--- src/rtl/ftdi_pixel_writer_pkg.sv ---
// rtl/ftdi_pixel_writer_pkg.sv - shared types and constants for the FTDI pixel writer
//
// Purpose: reader FSM state encoding, byte-framing bit positions and the
// byte-phase constants shared by the unpacker and the top level.
package ftdi_pkg;

   typedef enum logic [1:0] {
      IDLE = 2'd0,
      TURN = 2'd1,
      READ = 2'd2,
      FULL = 2'd3
   } state_t;

   localparam int START_BIT   = 7;
   localparam int SOF_BIT     = 6;
   localparam int PIXEL_BYTES = 3;
   localparam int PIXEL_W     = 20;

   localparam logic [1:0] PH_B0 = 2'd0;
   localparam logic [1:0] PH_B1 = 2'd1;
   localparam logic [1:0] PH_B2 = 2'(PIXEL_BYTES - 1);

endpackage

--- src/rtl/ftdi_pixel_unpacker.sv ---
// rtl/ftdi_pixel_unpacker.sv - reassembles 3-byte groups into 20-bit pixels
//
// Purpose: tracks the byte phase and applies the framing rules. The pixel and
// its valid/error flags are combinational so the caller can register them on
// the same edge that transfers the final byte.
// Ports:
//   clk_i, rst_ni   clock, asynchronous active-low reset
//   clear_i         return to the B0 phase (frame swap)
//   byte_valid_i    byte_i is transferred on this edge
//   byte_i          received byte
//   pix_valid_o     this edge completes a pixel (B2 accepted)
//   pix_o, sof_o    completed pixel and its start-of-frame flag
//   sync_err_o      this byte violates the framing
module ftdi_pixel_unpacker
   import ftdi_pkg::*;
(
   input  logic               clk_i,
   input  logic               rst_ni,
   input  logic               clear_i,
   input  logic               byte_valid_i,
   input  logic [7:0]         byte_i,
   output logic               pix_valid_o,
   output logic [PIXEL_W-1:0] pix_o,
   output logic               sof_o,
   output logic               sync_err_o
);

   logic [1:0] phase_q, phase_d;
   logic [6:0] b0_q, b0_d;   // {sof, d[19:14]}
   logic [6:0] b1_q, b1_d;   // d[13:7]
   logic       start_bit;

   assign start_bit = byte_i[START_BIT];

   always_comb begin
      phase_d     = phase_q;
      b0_d        = b0_q;
      b1_d        = b1_q;
      pix_valid_o = 1'b0;
      sync_err_o  = 1'b0;
      if (clear_i) begin
         phase_d = PH_B0;
      end else if (byte_valid_i) begin
         if (start_bit) begin
            // A start byte always opens a new pixel; mid-pixel it also
            // discards the partial one.
            sync_err_o = (phase_q != PH_B0);
            b0_d       = byte_i[6:0];
            phase_d    = PH_B1;
         end else begin
            case (phase_q)
               PH_B0: sync_err_o = 1'b1;
               PH_B1: begin
                  b1_d    = byte_i[6:0];
                  phase_d = PH_B2;
               end
               default: begin
                  pix_valid_o = 1'b1;
                  phase_d     = PH_B0;
               end
            endcase
         end
      end
   end

   always_ff @(posedge clk_i or negedge rst_ni) begin
      if (!rst_ni) begin
         phase_q <= PH_B0;
         b0_q    <= '0;
         b1_q    <= '0;
      end else begin
         phase_q <= phase_d;
         b0_q    <= b0_d;
         b1_q    <= b1_d;
      end
   end

   assign sof_o = b0_q[SOF_BIT];
   assign pix_o = {b0_q[5:0], b1_q, byte_i[6:0]};

endmodule

--- src/rtl/ftdi_pixel_writer.sv ---
// rtl/ftdi_pixel_writer.sv - FT232H 245-FIFO reader writing pixels into the back buffer
//
// Purpose: reads bytes from the FT232H, unpacks them into pixels and writes a
// frame sequentially into the framebuffer, then waits for the buffer swap.
// Ports:
//   clk_60, rst_n              60 MHz FTDI clock, asynchronous active-low reset
//   ftdi_data, ftdi_rxf_n      FT232H data and receive-data-available
//   ftdi_oe_n, ftdi_rd_n       FT232H output enable and read strobe (registered)
//   wdata, waddr, we           framebuffer write port, we is a one-cycle strobe
//   full_ftdi                  frame complete, waiting for the swap
//   swapped_ftdi               one-cycle swap confirmation
//   sync_err                   one-cycle pulse per framing error
module ftdi_pixel_writer
   import ftdi_pkg::*;
#(
   parameter int FRAME_PIXELS = 16384,
   parameter int ADDR_WIDTH   = 14
) (
   input  logic                  clk_60,
   input  logic                  rst_n,
   input  logic [7:0]            ftdi_data,
   input  logic                  ftdi_rxf_n,
   output logic                  ftdi_oe_n,
   output logic                  ftdi_rd_n,
   output logic [PIXEL_W-1:0]    wdata,
   output logic [ADDR_WIDTH-1:0] waddr,
   output logic                  we,
   output logic                  full_ftdi,
   input  logic                  swapped_ftdi,
   output logic                  sync_err
);

   localparam logic [ADDR_WIDTH-1:0] LAST_ADDR = ADDR_WIDTH'(FRAME_PIXELS - 1);

   state_t                  state_q;
   logic [ADDR_WIDTH-1:0]   pix_cnt_q;
   logic                    synced_q;
   logic                    oe_n_q, rd_n_q, we_q, full_q, sync_err_q;
   logic [PIXEL_W-1:0]      wdata_q;
   logic [ADDR_WIDTH-1:0]   waddr_q;

   logic                    xfer, clear;
   logic                    pix_valid, pix_sof, unp_err;
   logic [PIXEL_W-1:0]      pix;
   logic                    wr_en, restart, last_wr;
   logic [ADDR_WIDTH-1:0]   wr_addr;

   // rd_n is low exactly in READ, so a transfer only needs the state and rxf_n.
   assign xfer  = (state_q == READ) && !ftdi_rxf_n;
   assign clear = (state_q == FULL) && swapped_ftdi;

   ftdi_pixel_unpacker u_unpacker (
      .clk_i        (clk_60),
      .rst_ni       (rst_n),
      .clear_i      (clear),
      .byte_valid_i (xfer),
      .byte_i       (ftdi_data),
      .pix_valid_o  (pix_valid),
      .pix_o        (pix),
      .sof_o        (pix_sof),
      .sync_err_o   (unp_err)
   );

   always_comb begin
      wr_en   = 1'b0;
      wr_addr = pix_cnt_q;
      restart = 1'b0;
      if (xfer && pix_valid) begin
         if (pix_sof) begin
            // sof realigns the frame; an early sof inside a frame is an error.
            wr_en   = 1'b1;
            wr_addr = '0;
            restart = synced_q && (pix_cnt_q != '0);
         end else if (synced_q) begin
            wr_en = 1'b1;
         end
      end
   end

   assign last_wr = wr_en && (wr_addr == LAST_ADDR);

   always_ff @(posedge clk_60 or negedge rst_n) begin
      if (!rst_n) begin
         state_q    <= IDLE;
         pix_cnt_q  <= '0;
         synced_q   <= 1'b0;
         oe_n_q     <= 1'b1;
         rd_n_q     <= 1'b1;
         we_q       <= 1'b0;
         full_q     <= 1'b0;
         sync_err_q <= 1'b0;
         wdata_q    <= '0;
         waddr_q    <= '0;
      end else begin
         we_q       <= wr_en;
         sync_err_q <= unp_err || restart;
         if (wr_en) begin
            wdata_q <= pix;
            waddr_q <= wr_addr;
            if (pix_sof) synced_q <= 1'b1;
            // Hold at the last address; FULL blocks any further write.
            pix_cnt_q <= last_wr ? wr_addr : wr_addr + ADDR_WIDTH'(1);
         end
         case (state_q)
            IDLE: begin
               if (!ftdi_rxf_n) begin
                  state_q <= TURN;
                  oe_n_q  <= 1'b0;
               end
            end
            TURN: begin
               state_q <= READ;
               rd_n_q  <= 1'b0;
            end
            READ: begin
               if (last_wr) begin
                  state_q <= FULL;
                  oe_n_q  <= 1'b1;
                  rd_n_q  <= 1'b1;
                  full_q  <= 1'b1;
               end
            end
            FULL: begin
               if (swapped_ftdi) begin
                  state_q   <= IDLE;
                  full_q    <= 1'b0;
                  pix_cnt_q <= '0;
                  synced_q  <= 1'b0;
               end
            end
            default: begin
               state_q <= IDLE;
               oe_n_q  <= 1'b1;
               rd_n_q  <= 1'b1;
               full_q  <= 1'b0;
            end
         endcase
      end
   end

   assign ftdi_oe_n = oe_n_q;
   assign ftdi_rd_n = rd_n_q;
   assign we        = we_q;
   assign full_ftdi = full_q;
   assign sync_err  = sync_err_q;
   assign wdata     = wdata_q;
   assign waddr     = waddr_q;

endmodule

--- config.mk ---
export PLATFORM = sky130hd
export DESIGN_NAME = ftdi_pixel_writer
export DESIGN_NICKNAME = d
export VERILOG_FILES = /design/src/rtl/ftdi_pixel_writer_pkg.sv /design/src/rtl/ftdi_pixel_unpacker.sv /design/src/rtl/ftdi_pixel_writer.sv
export SDC_FILE = /design/constraint.sdc
export NUM_CORES = 1
export LEC_CHECK = 0
export CAP_MARGIN = 20
export CORE_MARGIN = 2
export CORE_UTILIZATION = 58
export DETAILED_ROUTE_END_ITERATION = 10
export GPL_TIMING_DRIVEN = 1
export PLACE_DENSITY = 0.88
export SYNTH_ARGS = -nofsm -noshare
export SYNTH_HDL_FRONTEND = slang
export SYNTH_SLANG_ARGS = --single-unit
--- constraint.sdc ---
create_clock -name clk_60 -period 7.8 [get_ports clk_60]
set_clock_uncertainty 0.15 [all_clocks]
set_input_delay 1.17 -clock clk_60 [delete_from_list [all_inputs] [get_ports clk_60]]
set_output_delay 1.17 -clock clk_60 [all_outputs]
set_load 0.03 [all_outputs]
======== Word-level counts from Yosys, hierarchy flattened ========
Index checks and enable logic that the tools add are counted.
word-level totals
  memories ................................ 0
  logic and storage cells ................. 85
  RAM bits ................................ 0
  output and inout port bits .............. 39
  input port bits ......................... 12
  latch bits .............................. 0
  register bits ........................... 72
  ROM bits ................................ 0
cells by class
  bitwise gates (word level) .............. 2
  mux-type cells .......................... 37
  div/mod/pow operators ................... 0
  reductions and logical operators ........ 23
  shift-type cells ........................ 0
  magnitude comparators ................... 0
  equality and inequality tests ........... 9
  $add $sub $neg .......................... 1
  multipliers ............................. 0
operators with widths
  kind                   count
  $mux 14                6
  $mux 1                 20
  $add 14x1->14 const B  1
  $eq 14x14->1 const B   1
  $reduce_bool 14->1     1
  $mux 2                 6
  $reduce_and 3->1       4
  $reduce_bool 2->1      5
  $pmux 2 s4             1
  $ne 2x2->1 const B     3
  $pmux 1 s2             3
  $logic_and 1x1->1      5
  $eq 2x1->1 const B     2
  $eq 2x2->1 const B     2
  $logic_not 2->1        2
  $pmux 2 s2             1
  $reduce_and 2->1       2
  $reduce_and 4->1       1
  $ne 3x3->1 const B     1
  $not 1->1              2
  $reduce_or 2->1        1
  $logic_not 1->1        1
  $logic_or 1x1->1       1

======== Longest topological paths before layout ========
Gate-level depths: netlist of the first run.
  depth in word-level cells ............... 14
  gate-level depth with buffers ........... 13
  depth with buffers taken out ............ 11

======== Cells and area by module ========
From an unflattened synthesis of the first run, not the netlist that was laid out.
unflattened totals
  cells, all modules ...................... 328
  area total of the unflattened synthesis .. 3,329.4 um^2
by module, submodules not included
  module               instances  sequential area each (um^2)  area each (um^2)  cells an instance
  ftdi_pixel_writer    1          1,403.8                      2,608.8           279
  ftdi_pixel_unpacker  1          400.4                        720.7             49

======== Worst setup path before layout of the first run ========
OpenSTA, ideal clock, no wires.
  path kind ............................... input-to-reg
  start point ............................. in ftdi_data[7]
  end point ............................... reg state_q[1]
  buffers on the path ..................... 2
  required time ........................... 7.525 ns
  stages on the path ...................... 11
  library setup time ...................... 0.125 ns
  arrival time ............................ 3.349 ns
  path slack .............................. 4.176 ns
  cell sequence ........................... clkbuf_1 -> and3b_1 -> nand3_1 -> buf_2 -> and2_1 -> ha_1 -> nand3_1 -> nor2_1 -> nand4_1 -> a221oi_1 -> mux2_2
on the way
  cells in the longest elaborated chain, start to end .. 9
  elaborated cells between the ends (all ways) .. 10
  those cells by class .................... eq/ne (2); mux (5); reduce/logical (3)
RTL lines
  element                     line                       text
  from (decl)                 ftdi_pixel_writer.sv:21    input logic [7:0] ftdi_data,
  $mux 1                      ftdi_pixel_unpacker.sv:44  if (start_bit) begin
  $mux 1                      ftdi_pixel_unpacker.sv:43  end else if (byte_valid_i) begin
  $mux 1                      ftdi_pixel_unpacker.sv:41  if (clear_i) begin
  $logic_and 1x1->1           ftdi_pixel_writer.sv:68    if (xfer && pix_valid) begin
  $mux 14                     ftdi_pixel_writer.sv:68
  net wr_addr[0]              ftdi_pixel_writer.sv:46    logic [ADDR_WIDTH-1:0] wr_addr;
  $eq 14x14->1                ftdi_pixel_writer.sv:80    assign last_wr = wr_en && (wr_addr == LAST_ADDR);
  $logic_and 1x1->1           ftdi_pixel_writer.sv:80
  $ne 2x2->1 (no line)        -
  $reduce_and 3->1 (no line)  -
  to (signal assigned)        ftdi_pixel_writer.sv:84    state_q <= IDLE;
  to (signal assigned)        ftdi_pixel_writer.sv:107   state_q <= TURN;
  to (signal assigned)        ftdi_pixel_writer.sv:112   state_q <= READ;
  to (decl)                   ftdi_pixel_writer.sv:35    state_t state_q;
The timed path passes the listed nets, and every way through them passes these cells.
A chain may end at the register's enable or synchronous reset.

======== Final worst setup path of the first run ========
  start point ............................. in swapped_ftdi
  end point ............................... reg state_q[1]
on the way
  cells in the longest elaborated chain, start to end .. 8
  elaborated cells between the ends (all ways) .. 10
  those cells by class .................... eq/ne (3); mux (3); reduce/logical (4)
RTL lines
  element                     line                       text
  from (decl)                 ftdi_pixel_writer.sv:29    input logic swapped_ftdi,
  $logic_and 1x1->1           ftdi_pixel_writer.sv:50    assign clear = (state_q == FULL) && swapped_ftdi;
  $mux 1                      ftdi_pixel_unpacker.sv:41
  $logic_and 1x1->1           ftdi_pixel_writer.sv:68
  $mux 14                     ftdi_pixel_writer.sv:68
  net wr_addr[0]              ftdi_pixel_writer.sv:46
  $eq 14x14->1                ftdi_pixel_writer.sv:80
  $logic_and 1x1->1           ftdi_pixel_writer.sv:80
  $ne 2x2->1 (no line)        -
  $reduce_and 3->1 (no line)  -
The timed path passes the listed nets, and every way through them passes these cells.

==> impl_metrics.env, run 1 <==
export IMPL_cts_setup_buffers=0
export IMPL_cap_violations=0
export IMPL_yosys_area_top_type_share_pct=52.8
export IMPL_row_count=27
export IMPL_syn_area_um2=3320
export IMPL_ctsResizeCount=0
export IMPL_portBuffers=50
export IMPL_cts_path_max_buffers=2
export IMPL_grt_max_degree=73
export IMPL_ant_nets=0
export IMPL_ys_types=44
export IMPL_rsz0062_at_grt="false"
export IMPL_clock_latency_ps=360
export IMPL_die_height_um=79.7
export IMPL_worstSetupPathType="input pin to flip-flop"
export IMPL_tightest_slew_ps=884
export IMPL_ios=51
export IMPL_die_area_um2=6350
export IMPL_core_area_um2=5510
export IMPL_fmax_mhz=244
export IMPL_ys_seq_area_share_pct=54.3
export IMPL_grt_pass1_wl_mm=11.9
export IMPL_synth_most_common_cell="dfrtp_1"
export IMPL_synth_flop_cell="dfrtp_1"
export IMPL_layout_nets=367
export IMPL_status="finished clean"
export IMPL_syn_to_final_growth_pct=21.7
export IMPL_yosys_area_top_type="dfrtp_1"
export IMPL_grt_pass1_vias=2478
export IMPL_dp_slack_ps=3440
export IMPL_initial_core_util_pct=60.3
export IMPL_ys_ff_latch=72
export IMPL_hold_viol_final=0
export IMPL_slew_viol_final=0
export IMPL_synth_edf_count=0
export IMPL_startpoint_type="input pin"
export IMPL_vias_per_cell=6.13
export IMPL_cts_sinks=72
export IMPL_hold_buffers=0
export IMPL_gp_congestion=0.856
export IMPL_netlist_instances=305
export IMPL_dp_hpwl_mm=4.95
export IMPL_min_period_ps=4100
export IMPL_async_flop_share_pct=100
export IMPL_synth_common_cells="dfrtp_1, nand2_1, mux2_2, a21oi_1, clkbuf_1"
export IMPL_peakVddDrop_mv=0.212
export IMPL_slew_headroom_pct=41.1
export IMPL_grt_overflow_total=0
export IMPL_hold_depth=2
export IMPL_n_antenna_cell=0
export IMPL_cts_buffers=9
export IMPL_reg2reg_depth=11
export IMPL_drc_errors=0
export IMPL_cts_tree="built"
export IMPL_crit_required_ps=7890
export IMPL_p_leak_nw=1.75
export IMPL_drt_total_wl_mm=7.22
export IMPL_power_density_nw_per_um2=278
export IMPL_setup_viol=0
export IMPL_grt_use_total_pct=24.7
export IMPL_cts_root_buffer="clkbuf_8"
export IMPL_synth_net_count=322
export IMPL_antenna_found_initial=0
export IMPL_dr_pass1_iters=5
export IMPL_clk_pin_slew_ps=70
export IMPL_h_tree_depth=3
export IMPL_crit_arrival_ps=4180
export IMPL_fin_setup_tns_ps=0
export IMPL_routedWlPerCell_um=16.9
export IMPL_min_path_type="flip-flop to flip-flop"
export IMPL_nFillCells=375
export IMPL_synth_area_leaders="dfrtp_1, mux2_2, nand2_1"
export IMPL_die_x_um=79.7
export IMPL_crit_path_end_kind="flip-flop"
export IMPL_post_route_period_util_pct=52.5
export IMPL_via_count=2618
export IMPL_yosysWarnings=0
export IMPL_drive_above_1_share_pct=17.2
export IMPL_cp_max_fo=12
export IMPL_finalWorstSetupSlack_ps=3700
export IMPL_syn_area_per_cell_um2=10.9
export IMPL_drt_iter0_markers=234
placed cells by master (no fill, tap or decap), types with 3 or more instances in the layout:
cell type,n
nand3_1,7
a21oi_1,25
or3_1,6
nor2_1,11
o31ai_1,5
a32o_1,3
nor4_1,5
and3_1,3
o21ai_0,10
nor3_1,3
nor2b_1,3
ha_1,5
clkbuf_8,10
clkdlybuf4s50_1,49
and4_1,4
mux2_2,35
inv_1,6
nand2_1,45
or4_1,4
nand4_1,8
dfrtp_1,70
cells by family after synthesis:
kind of cell / Yosys count / share of synthesized area, %
AND/OR/NAND/NOR: 112 / 17.8
flip-flops: 72 / 54.3
AO/OA/AOI/OAI: 56 / 10.6
multiplexers: 35 / 11.9
buffers and inverters: 24 / 3.24
adder cells (fa/ha/maj): 5 / 1.88
XOR/XNOR: 1 / 0.264
flip-flops by register name, summed over array words and instances (netlist names), 2 cells and up:
register,cells
wdata,20
pix_cnt_q,14
waddr,14
u_unpacker.b0_q,7
u_unpacker.b1_q,7
state_q,2
u_unpacker.phase_q,2
metrics by stage:
stage / std cells / total power [mW] / area, µm² / util, % / hold slack [ps]
after floorplan: 305 / 0.709 / 3320 / - / 324
after global routing: 427 / 1.18 / 4040 / 73.4 / 351
after global placement: 411 / 0.807 / 3840 / 69.7 / 309
after CTS: 427 / 1.13 / 4040 / 73.4 / 327
after detailed placement: 411 / 0.827 / 3840 / 69.7 / 309
final: 427 / 1.12 / 4040 / 73.4 / 321
metal layers:
layer	share of wire, %	wire length [µm]	track usage, %	vias up
met3	7.5	543	7.01	22
met5	0	0	0	-
met1	41	2970	31.6	1271
li1	-	-	-	1191
met2	49	3530	39.0	134
met4	2.4	173	11.2	0
critical path, cell delays in order:
cell and delay, ps:
clkdlybuf4s50_1 500, nand2_1 250, nand3_1 380, and2_1 230
ha_1 190, nand3_1 100, nor2_1 220, nand4_1 310
a221oi_1 440, mux2_2 380
where the power goes:
| part | leakage [nW] | internal, mW | total, mW | switching, mW |
|---|---|---|---|---|
| sequential | 0.960 | 0.451 | 0.510 | 0.0583 |
| clock | 0.0989 | 0.157 | 0.302 | 0.145 |
| combinational | 0.695 | 0.146 | 0.310 | 0.164 |
| total | 1.75 | 0.755 | 1.12 | 0.367 |
path summary, 6_finish.rpt:
kind                         startpoint      endpoint  slack, ps
max reg2reg                  state_q[0]  pix_cnt_q[9]       4290
min in group asynchronous         rst_n  pix_cnt_q[8]        850
max in group asynchronous         rst_n      wdata[0]       6050
min                           ftdi_oe_n     ftdi_oe_n        320
max                        swapped_ftdi    state_q[1]       3700
min reg2reg                   ftdi_oe_n     ftdi_oe_n        320
cell type report:
| cell class | instances | area, µm² | share of cell area [%] |
|---|---|---|---|
| clock buffer | 10 | 138 | 3.40 |
| clock inverter | 6 | 67.6 | 1.67 |
| inverter | 7 | 31.3 | 0.774 |
| multi-input combinational | 209 | 1410 | 34.8 |
| sequential | 72 | 1800 | 44.6 |
| tap | 72 | 90.1 | 2.23 |
| timing repair buffer | 51 | 503 | 12.4 |
Note: power is estimated with default switching activity, not from simulation.
==> run 2, diff against run 1 <==
--- a/config.mk
+++ b/config.mk
@@ -7,10 +7,10 @@
 export LEC_CHECK = 0
 export CAP_MARGIN = 20
 export CORE_MARGIN = 2
-export CORE_UTILIZATION = 58
+export CORE_UTILIZATION = 48
 export DETAILED_ROUTE_END_ITERATION = 10
 export GPL_TIMING_DRIVEN = 1
-export PLACE_DENSITY = 0.88
+export PLACE_DENSITY = 0.78
 export SYNTH_ARGS = -nofsm -noshare
 export SYNTH_HDL_FRONTEND = slang
 export SYNTH_SLANG_ARGS = --single-unit
==> constraint.sdc (replaced) <==
create_clock -name clk_60 -period 3.5 [get_ports clk_60]
set_clock_uncertainty 0.15 [all_clocks]
set_input_delay 0.525 -clock clk_60 [delete_from_list [all_inputs] [get_ports clk_60]]
set_output_delay 0.525 -clock clk_60 [all_outputs]
set_load 0.03 [all_outputs]
==> run 2 against run 1 <==
  * Critical path type is now flip-flop to flip-flop
  * Count of clock-buffer cells in the layout down 1
  * Core utilization down 13 points
  * Worst setup slack worse by 3300 ps
  * Power grew 120%
  * Final cell count increased by 4.0%
  * Critical endpoint unchanged
  * Highest routed layer unchanged
  * Clock power up 110%
  * Die area is 20% higher
==> impl_metrics.env, run 2 (same netlist as run 1, synthesis figures left out) <==
export IMPL_status="finished clean"
export IMPL_cts_buffers=9
export IMPL_final_util_pct=60.7
export IMPL_portBuffers=50
export IMPL_die_area_um2=7600
export IMPL_holdWs_ps=324
export IMPL_grt_pass1_vias=2575
export IMPL_power_mw=2.46
export IMPL_via_count=2594
export IMPL_peakVddDrop_mv=0.494
export IMPL_clock_latency_ps=350
export IMPL_routedWlPerCell_um=16.9
export IMPL_finalNonFillerCells=444
export IMPL_antenna_found_initial=0
export IMPL_design_area_um2=4100
export IMPL_dp_slack_ps=216
export IMPL_crit_arrival_ps=3210
export IMPL_nFillCells=556
export IMPL_hold_viol_final=0
export IMPL_cts_path_max_buffers=2
export IMPL_power_density_nw_per_um2=600
export IMPL_drive_above_1_share_pct=19.0
export IMPL_dp_hpwl_mm=5.31
export IMPL_crit_required_ps=3590
export IMPL_drc_errors=0
export IMPL_multi_input_area_um2=1410
export IMPL_finalWorstSetupSlack_ps=381
export IMPL_grt_overflow_total=0
export IMPL_fmax_mhz=321
export IMPL_dp_cells=427
export IMPL_slew_headroom_pct=62.4
export IMPL_grt_max_degree=38
export IMPL_initial_core_util_pct=49.1
export IMPL_h_tree_depth=3
export IMPL_cts_sinks=72
export IMPL_drt_iter0_markers=170
export IMPL_worstSetupPathType="flip-flop to flip-flop"
export IMPL_cp_max_fo=7
export IMPL_grt_pass1_wl_mm=12.9
export IMPL_syn_to_final_growth_pct=23.5
export IMPL_ant_nets=0
export IMPL_cap_violations=0
export IMPL_p_leak_nw=1.79
export IMPL_min_period_ps=3120
export IMPL_final_common_cell="dfrtp_1"
export IMPL_largest_register_ff_count=20
export IMPL_die_height_um=87.2
export IMPL_rsz0062_at_grt="false"
export IMPL_crit_path_end_kind="flip-flop"
export IMPL_gp_congestion=0.877
export IMPL_slew_viol_final=0
export IMPL_startpoint_type="flip-flop"
export IMPL_row_count=30
export IMPL_vias_per_cell=5.84
export IMPL_register_area_um2=1800
export IMPL_tightest_slew_ps=564
export IMPL_clk_pin_slew_ps=80
export IMPL_cts_root_buffer="clkbuf_8"
export IMPL_post_dp_cell_area_um2=3910
export IMPL_fin_setup_tns_ps=0
export IMPL_ios=51
export IMPL_n_antenna_cell=0
export IMPL_ctsResizeCount=0
export IMPL_setup_viol=0
export IMPL_dr_pass1_iters=4
export IMPL_post_route_period_util_pct=89.1
export IMPL_layout_nets=376
export IMPL_drt_total_wl_mm=7.52
export IMPL_die_x_um=87.2
export IMPL_core_area_um2=6760
export IMPL_most_common_layout_cells="dfrtp_1, clkdlybuf4s50_1, nand2_1, mux2_2, a21oi_1"
export IMPL_cts_tree="built"
export IMPL_grt_use_total_pct=22.2
export IMPL_min_path_type="flip-flop to flip-flop"
==> run 2: cell count changes in the layout (fill, tap and decap cells not counted) <==
cell           change
dlygate4sd3_1      +1
clkbuf_8           -1
inv_8              +1
inv_6              +2
clkinv_2           -1
bufinv_16          -1
buf_4              +8
==> run 2: area by class of cell <==
type                            count  area share, %
Sequential cell                    72           44.0
Multi-Input combinational cell    209           34.3
Timing Repair Buffer               60           14.0
Clock buffer                        9           3.02
Tap cell                           80           2.44
Clock inverter                      7           1.49
Inverter                            7          0.762
==> run 2: critical path, stage by stage, from the launching register on <==
cell	delay [ps]
dfrtp_1	400
inv_1	80
ha_1	280
nor2b_1	180
nand3_1	200
and2_1	200
ha_1	200
nand3_1	100
nor2_1	240
nand4_1	170
a221oi_1	400
mux2_2	390
==> run 2: metal layers <==
metal / part of all wire (%) / GRT usage [%] / vias up
met2: 49 / 36.8 / 82
met4: 1.5 / 7.97 / 0
met1: 43 / 28.7 / 1285
met5: 0 / 0 / -
met3: 6.3 / 5.21 / 10
li1: - / - / 1217
==> run 2: final timing paths <==
| check | from | to | slack, ps | cells past startpoint |
|---|---|---|---|---|
| setup / recovery | state_q[0] | state_q[1] | 380 | 11 |
| hold / removal | ftdi_oe_n | ftdi_oe_n | 320 | 2 |
| setup reg to reg | state_q[0] | state_q[1] | 380 | 11 |
| hold reg to reg | ftdi_oe_n | ftdi_oe_n | 320 | 2 |
| max in group asynchronous | rst_n | wdata[15] | 2030 | 3 |
| min in group asynchronous | rst_n | pix_cnt_q[4] | 430 | 2 |
==> run 2: repair_timing <==
action,CTS,global route
endpoints found under the hold margin,12,0
hold buffers,1,0
setup buffers,0,0
==> run 2: report_power, final <==
part           switching (mW)  internal (mW)
registers               0.128           1.01
logic                   0.370          0.336
clock network           0.353          0.270
total                   0.852           1.61
